===== config.mk =====
export PLATFORM = sky130hd
export DESIGN_NAME = atable_fetch_ctrl_flat
export DESIGN_NICKNAME = d
export VERILOG_FILES = /design/src/rtl/atable_fetch_if.sv /design/src/rtl/atable_fetch_ctrl.sv /design/src/flat_wrapper.sv
export SDC_FILE = /design/constraint.sdc
export NUM_CORES = 1
export LEC_CHECK = 0
export ABC_AREA = 1
export CORE_MARGIN = 2
export CORE_UTILIZATION = 61
export DETAILED_ROUTE_END_ITERATION = 10
export GPL_TIMING_DRIVEN = 0
export PLACE_DENSITY = 0.9
export SLEW_MARGIN = 30
export SYNTH_ARGS = -nofsm -noshare
export SYNTH_HDL_FRONTEND = slang
export SYNTH_SLANG_ARGS = --single-unit

===== constraint.sdc =====
create_clock -name clk -period 3.45 [get_ports clk]
set_clock_uncertainty 0.1 [all_clocks]
set_input_delay 0.345 -clock clk [delete_from_list [all_inputs] [get_ports clk]]
set_output_delay 0.345 -clock clk [all_outputs]
set_load 0.03 [all_outputs]

===== src/rtl/atable_fetch_if.sv =====
// Renderer-side and ROM-side signals of the attribute-table fetch controller.
interface atable_fetch_if;
  logic       load;
  logic       nt_sel;
  logic [4:0] tile_row;
  logic       swap;
  logic [4:0] tile_col;
  logic [6:0] rom_addr;
  logic [7:0] rom_dout;
  logic [1:0] pal_sel;
  logic       busy;
  logic       done;
  logic       ovr;

  modport slave (
    input  load, nt_sel, tile_row, swap, tile_col, rom_dout,
    output rom_addr, pal_sel, busy, done, ovr
  );

  modport master (
    output load, nt_sel, tile_row, swap, tile_col, rom_dout,
    input  rom_addr, pal_sel, busy, done, ovr
  );
endinterface


===== src/rtl/atable_fetch_ctrl.sv =====
// Attribute-table fetch controller: reads one 8-byte attribute row from ROM,
// unpacks 16 palette selects into a back buffer, serves lookups from a front buffer.
module atable_fetch_ctrl #(
  parameter int RD_LAT = 1
) (
  input logic           clk,
  input logic           rst,
  atable_fetch_if.slave bus
);
  typedef enum logic [1:0] {IDLE, FETCH, DRAIN} state_t;

  state_t          r_state;
  state_t          w_state_nxt;

  logic            w_accept;
  logic            w_reject;
  logic            w_issue;
  logic            w_cap;
  logic            w_last_cap;
  logic [2:0]      w_iss_k_nxt;

  logic            r_nt_q;
  logic [3:0]      r_row_q;
  logic [2:0]      r_iss_k;
  logic [2:0]      r_cap_k;
  logic [RD_LAT:0] r_cap_vld_p;
  logic            r_back_valid;
  logic [1:0]      r_back  [16];
  logic [1:0]      r_front [16];
  logic [6:0]      r_rom_addr;
  logic [1:0]      r_pal_sel;
  logic            r_busy;
  logic            r_done;
  logic            r_ovr;

  // 2-bit quadrant field: h picks the nibble (top/bottom tile half), q the pair.
  function automatic logic [1:0] extract_sel(input logic [7:0] b, input logic h,
                                             input logic q);
    logic [2:0] off;
    off = {h, q, 1'b0};
    return b[off +: 2];
  endfunction

  always_comb begin
    w_state_nxt = r_state;
    w_accept    = 1'b0;
    w_reject    = 1'b0;
    w_issue     = 1'b0;
    w_iss_k_nxt = r_iss_k + 3'd1;
    w_cap       = r_cap_vld_p[RD_LAT];
    w_last_cap  = w_cap && (r_cap_k == 3'd7);
    case (r_state)
      IDLE: begin
        if (bus.load) begin
          w_accept    = 1'b1;
          w_issue     = 1'b1;
          w_state_nxt = FETCH;
        end
      end
      FETCH: begin
        w_reject = bus.load;
        w_issue  = 1'b1;
        if (w_iss_k_nxt == 3'd7) w_state_nxt = DRAIN;
      end
      DRAIN: begin
        w_reject = bus.load;
        if (w_last_cap) w_state_nxt = IDLE;
      end
      default: w_state_nxt = IDLE;
    endcase
  end

  always_ff @(posedge clk) begin
    if (rst) r_state <= IDLE;
    else     r_state <= w_state_nxt;
  end

  // Issue side; capture validity trails each issue by the ROM pipe plus one register.
  always_ff @(posedge clk) begin
    if (rst) begin
      r_nt_q       <= 1'b0;
      r_row_q      <= '0;
      r_iss_k      <= '0;
      r_cap_k      <= '0;
      r_cap_vld_p  <= '0;
      r_back_valid <= 1'b0;
      r_rom_addr   <= '0;
      r_busy       <= 1'b0;
      r_done       <= 1'b0;
      r_ovr        <= 1'b0;
    end else begin
      r_cap_vld_p <= {r_cap_vld_p[RD_LAT-1:0], w_issue};
      r_done      <= w_last_cap;
      r_ovr       <= w_reject;
      if (w_accept) begin
        r_nt_q       <= bus.nt_sel;
        r_row_q      <= bus.tile_row[4:1];
        r_iss_k      <= 3'd0;
        r_cap_k      <= 3'd0;
        r_rom_addr   <= {bus.nt_sel, bus.tile_row[4:2], 3'd0};
        r_busy       <= 1'b1;
        r_back_valid <= 1'b0;
      end else if (r_state == FETCH) begin
        r_iss_k    <= w_iss_k_nxt;
        r_rom_addr <= {r_nt_q, r_row_q[3:1], w_iss_k_nxt};
      end
      if (w_cap) r_cap_k <= r_cap_k + 3'd1;
      if (w_last_cap) begin
        r_busy       <= 1'b0;
        r_back_valid <= 1'b1;
      end
    end
  end

  // Capture, swap and lookup; lookup on a swap edge still sees the old front.
  always_ff @(posedge clk) begin
    if (rst) begin
      for (int i = 0; i < 16; i++) begin
        r_back[i]  <= '0;
        r_front[i] <= '0;
      end
      r_pal_sel <= '0;
    end else begin
      if (w_cap) begin
        r_back[{r_cap_k, 1'b0}] <= extract_sel(bus.rom_dout, r_row_q[0], 1'b0);
        r_back[{r_cap_k, 1'b1}] <= extract_sel(bus.rom_dout, r_row_q[0], 1'b1);
      end
      if (bus.swap && r_back_valid) begin
        for (int i = 0; i < 16; i++) r_front[i] <= r_back[i];
      end
      r_pal_sel <= r_front[bus.tile_col[4:1]];
    end
  end

  assign bus.rom_addr = r_rom_addr;
  assign bus.pal_sel  = r_pal_sel;
  assign bus.busy     = r_busy;
  assign bus.done     = r_done;
  assign bus.ovr      = r_ovr;
endmodule


===== src/flat_wrapper.sv =====
// flat-port wrapper written by rule: the top's interface ports become plain ports
module atable_fetch_ctrl_flat 
#(
  parameter int RD_LAT = 1
)
  (clk, rst, bus_load, bus_nt_sel, bus_tile_row, bus_swap, bus_tile_col, bus_rom_dout, bus_rom_addr, bus_pal_sel, bus_busy, bus_done, bus_ovr);
  atable_fetch_if bus_i ();
  input logic clk;
  input logic rst;
  input wire logic [$bits(bus_i.load)-1:0] bus_load;
  input wire logic [$bits(bus_i.nt_sel)-1:0] bus_nt_sel;
  input wire logic [$bits(bus_i.tile_row)-1:0] bus_tile_row;
  input wire logic [$bits(bus_i.swap)-1:0] bus_swap;
  input wire logic [$bits(bus_i.tile_col)-1:0] bus_tile_col;
  input wire logic [$bits(bus_i.rom_dout)-1:0] bus_rom_dout;
  output wire logic [$bits(bus_i.rom_addr)-1:0] bus_rom_addr;
  output wire logic [$bits(bus_i.pal_sel)-1:0] bus_pal_sel;
  output wire logic [$bits(bus_i.busy)-1:0] bus_busy;
  output wire logic [$bits(bus_i.done)-1:0] bus_done;
  output wire logic [$bits(bus_i.ovr)-1:0] bus_ovr;
  assign bus_i.load = bus_load;
  assign bus_i.nt_sel = bus_nt_sel;
  assign bus_i.tile_row = bus_tile_row;
  assign bus_i.swap = bus_swap;
  assign bus_i.tile_col = bus_tile_col;
  assign bus_i.rom_dout = bus_rom_dout;
  assign bus_rom_addr = bus_i.rom_addr;
  assign bus_pal_sel = bus_i.pal_sel;
  assign bus_busy = bus_i.busy;
  assign bus_done = bus_i.done;
  assign bus_ovr = bus_i.ovr;
  atable_fetch_ctrl #(.RD_LAT(RD_LAT)) u_core (.clk(clk), .rst(rst), .bus(bus_i));
endmodule

Yosys cells after proc, flatten, opt, wreduce, memory -nomap -nowiden

Memories as Yosys holds them, arrays and structs flattened. A register that Yosys moved wholly into a read port is not among the register bits.
Cells that the tools add are included.

Eq/ne operators: 7
Mux-type cells: 43
Bitwise operators: 17
Shifts and indexed selects: 2
Reductions and logical operators: 13
$add $sub $neg: 2

Operators with widths:

| operator                                              | number |
|---|---|
| 2-to-1 mux 2 bit                                      | 21 |
| OR 1 bit                                              | 16 |
| variable part select 8 x 4 -> 2 bit                   | 2 |
| 2-to-1 mux 1 bit                                      | 14 |
| 2-to-1 mux 7 bit                                      | 2 |
| OR reduction 2 bit                                    | 6 |
| 2-to-1 mux 4 bit                                      | 2 |
| adder 3 x 1 -> 3 bit, second input constant           | 2 |
| equality test 3 bit, second input constant            | 2 |
| 2-to-1 mux 3 bit                                      | 2 |
| one-hot mux 2 bit (3 select lines)                    | 1 |
| nonzero test 2 bit                                    | 3 |
| inequality test 2 x 1 -> 1 bit, second input constant | 2 |
| AND reduction 3 bit                                   | 1 |
| equality test 2 x 1 -> 1 bit, second input constant   | 1 |
| equality test 2 bit, second input constant            | 1 |
| logical AND 1 bit                                     | 2 |
| zero test 2 bit                                       | 1 |
| inequality test 2 bit, second input constant          | 1 |
| one-hot mux 1 bit (2 select lines)                    | 1 |
| NOT 1 bit                                             | 1 |

Flip-flop bits (word level): 23
Output and inout bits: 12
Memory bits (writable): 64
Memories kept: 2
Word-level logic and storage cells: 97

Memories:

| memory         | depth | bits a word | read ports | clocked after Yosys merged registers in | write ports | line                    | source |
|---|---|---|---|---|---|---|---|
| u_core.r_back  | 16    | 2           | 16         | 0                                       | 16          | atable_fetch_ctrl.sv:28 | `logic [1:0] r_back [16];` |
| u_core.r_front | 16    | 2           | 1          | 1                                       | 16          | atable_fetch_ctrl.sv:29 | `logic [1:0] r_front [16];` |

Longest topological paths before layout

Word-level depth: 5
Gate-level depth with buffers: 9
Mapped depth without buffers: 9

Worst setup path before layout

OpenSTA, ideal clock, no wires.

Path type: input -> register
Start point: input rst
End point: memory u_core.r_front[0][0], enable pin
Buffers on the path: 1
Data required time: 2.873 ns
Setup time: 0.477 ns
Arrival time: 1.273 ns
Path slack: 1.599 ns
Cell stages on the path: 3
Cell sequence: inv_2 clkbuf_1 nand2_1

RTL lines:

| what               | line                    | source |
|---|---|---|
| start: declaration | flat_wrapper.sv:9       | `input logic rst;` |
| end: declaration   | atable_fetch_ctrl.sv:29 |  |

==> results.yml <==
critical_path:
  worstSetupStartpoint: "rst"
  critPathBufInv: 3
  crit_family: "buffers and inverters"
  worstPathArrival_ns: 1.99
  slowest_delay_ns: 0.54
  critPathCaptureType: "register"
  slowest_stage: "clkdlybuf4s50_1"
  cp-start-kind: "input port"
  cp.required_ns: 3.30
  crit_path_max_fanout: 32
  path_class: "input port to register"
  path_cells: "clkdlybuf4s50_1 -> inv_2 -> clkbuf_1 -> nand2_2"
  worstReg2RegStart: "u_core.r_state[0]$_SDFFE_PP0P_"
placed_design:
  place.gp.congestion: 0.879
  dp_hpwl_um: 4930
  io_buffers: 30
  dp_slack_ns: 0.942
cells_and_area:
  antenna_cells: 0
  final_cell_mix: "77 x nor2_1, 72 x nand2_1, 64 x inv_1, 60 x edfxtp_1, 30 x clkdlybuf4s50_1"
  nNetsFinal: 471
  register_area_mm2: 0.00238
  multi_input_area_mm2: 0.00112
  fill_cells: 387
  area_growth_pct: 16.3
  layout-drive-gt1-share_pct: 10.6
  final_common_cell: "nor2_1"
routing:
  wire_per_inst_um: 13.7
  final_antenna_net_count: 0
  first_pass_iters: 6
  vias_per_cell: 5.19
  routed_wl_um: 7130
  dr_total_vias: 2700
  first_iter_violations: 290
  post-route-drc-count: 0
sta:
  setup_viol: 0
  finalCritPeriodShare_pct: 62.0
  worst_slew_pin_slew_ns: 0.689
  tns_ns: 0
  hold_violations: 0
  min_period_ns: 2.14
  slew_headroom_pct: 53.9
  setup_ws_ns: 1.31
  rsz0062_at_grt: "no"
  timing.fmax_ghz: 0.467
  drv_slew: 0
pwr:
  p_leak_nw: 1.89
  power_density_mw_per_mm2: 566
  peakVddDrop_mv: 0.473
synth:
  yosysWarnings: 0
  synth_compound_area_share_pct: 3.95
  synth_adder_area_share_pct: 2.61
  ys_ff_latch: 89
  yosysSeqAreaShare_pct: 62.2
  syn-num-nets: 430
  syn_avg_cell_area_um2: 9.60
  synthesis.area_mm2: 0.00383
  synth.area.mux_share_pct: 2.48
  synthSimpleGateAreaFrac_pct: 19.9
  postSynthCellCount: 399
  yosys.area_share.xor_xnor_pct: 0.229
  synth_top_family_by_area: "simple AND/OR/NAND/NOR gates"
  synth_cell_types: 25
floorplan:
  core_area_mm2: 0.00599
  die_h_um: 83.2
  start_util_pct: 63.9
  die_area_mm2: 0.00693
  rows: 28
  top_level_ports: 35
  die-width_um: 83.2
grt:
  grt_pass1_vias: 2707
  grt_max_degree: 33
  grt_pass1_wl_um: 12100
  grt-ovfl-total: 0
  gr-usage-all-layers_pct: 22.3
  antenna_found_initial: 0
clock_network:
  numCtsBuffers: 9
  clock_path_buffers: 2
  root_buffer: "clkbuf_8"
  clkSlewWorstSetupHoldPaths_ns: 0.09
  cts_tree: "built"
  htreeDepth: 3
  cts_setup_buffers: 0
  cts-hold-fix-buffers: 0
  cts.sinks: 89
  clock_latency_ns: 0.36
  cts_resized: 0
worst_hold_path:
  min_from: "u_core.r_cap_vld_p[0]$_SDFF_PP0_"
  worst_hold_path_type: "register to register"
outcome:
  status: "complete, no violations"
job:
  maxCapViolCount: 0
-- metrics by stage --
step	utilization, %	hold slack, ns	power [mW]	cells	instance area [µm²]
after floorplan	-	0.288	1.61	399	3830
after global placement	70.5	0.292	1.76	504	4220
after detailed placement	70.6	0.319	1.78	504	4230
after CTS	74.3	0.343	2.53	520	4450
after global routing	74.3	0.364	2.63	520	4450
final	74.3	0.338	2.52	520	4450
-- where the power goes --
group	internal, mW	switching, mW
Combinational	0.182	0.305
Clock	0.393	0.369
Sequential	1.23	0.0433
-- worst paths after layout --
| check | endpoint | cells after the start | slack, ns |
|---|---|---|---|
| worst max register to register | u_core.bus.rom_addr[3]$_SDFFE_PP0P_ | 8 | 1.78 |
| worst min register to register | u_core.r_cap_vld_p[1]$_SDFF_PP0_ | 2 | 0.34 |
| worst max-delay path | u_core.r_front[2][0]$_SDFFCE_PN0P_ | 4 | 1.31 |
| worst min-delay path | u_core.r_cap_vld_p[1]$_SDFF_PP0_ | 2 | 0.34 |
-- Yosys cell counts --
master     count  area (µm²)
nand2_1       73         274
inv_4          1        6.26
buf_2          6        30.0
o21ai_0        6        30.0
buf_4          1        7.51
nor2_1        77         289
mux2i_1        4        40.0
nor2_4         2        22.5
o21ai_1        7        35.0
nand3_1       23         115
or2_2          1        6.26
nand2_2        8        50.1
mux2i_2        4        55.1
clkbuf_1       2        7.51
o31ai_1        3        22.5
nor2_2         1        6.26
inv_2          4        15.0
o2111ai_1      1        8.76
dfxtp_1       29         581
a21oi_1       11        55.1
inv_1         64         240
ha_1           8         100
xnor2_1        1        8.76
buf_6          2        22.5
edfxtp_1      60        1800
-- per-layer routing --
metal,vias up,wire [µm],global-route usage [%]
met2,124,3520,37.1
met1,1205,2810,25.1
met5,-,0,0
li1,1342,-,-
met4,0,268,12.2
met3,29,529,7.95
-- area by class of cell --
type                            instances  area share (%)
Clock buffer                           13            4.52
Buffer                                 11            1.52
Inverter                               69            5.87
Tap cell                               75            2.11
Clock inverter                          3           0.562
Sequential cell                        89            53.5
Timing Repair Buffer                   30            6.74
Multi-Input combinational cell        230            25.2
-- logic make-up after synthesis --
| family | Yosys count |
|---|---|
| muxes | 8 |
| DFF | 89 |
| and+or+nand+nor | 185 |
| xor gates and xnor gates | 1 |
| buffers and inverters | 80 |
| AOI/OAI and AO/OA | 28 |
| adders and majority gates | 8 |
-- tightest hold or removal path, cell delays in order (launching register included) --
cell and delay, ns:
dfxtp_1 0.32, inv_1 0.05, nor2_1 0.03
-- registers in the layout (all words and copies together), names as in the netlist, 2 cells and up --
register	cells
u_core.r_row_q	4
u_core.bus.rom_addr	7
u_core.r_cap_vld_p	2
u_core.r_front	32
u_core.bus.pal_sel	2
u_core.r_state	2
u_core.r_back	32
u_core.r_cap_k	3
Power figures use the tool's default switching activity.
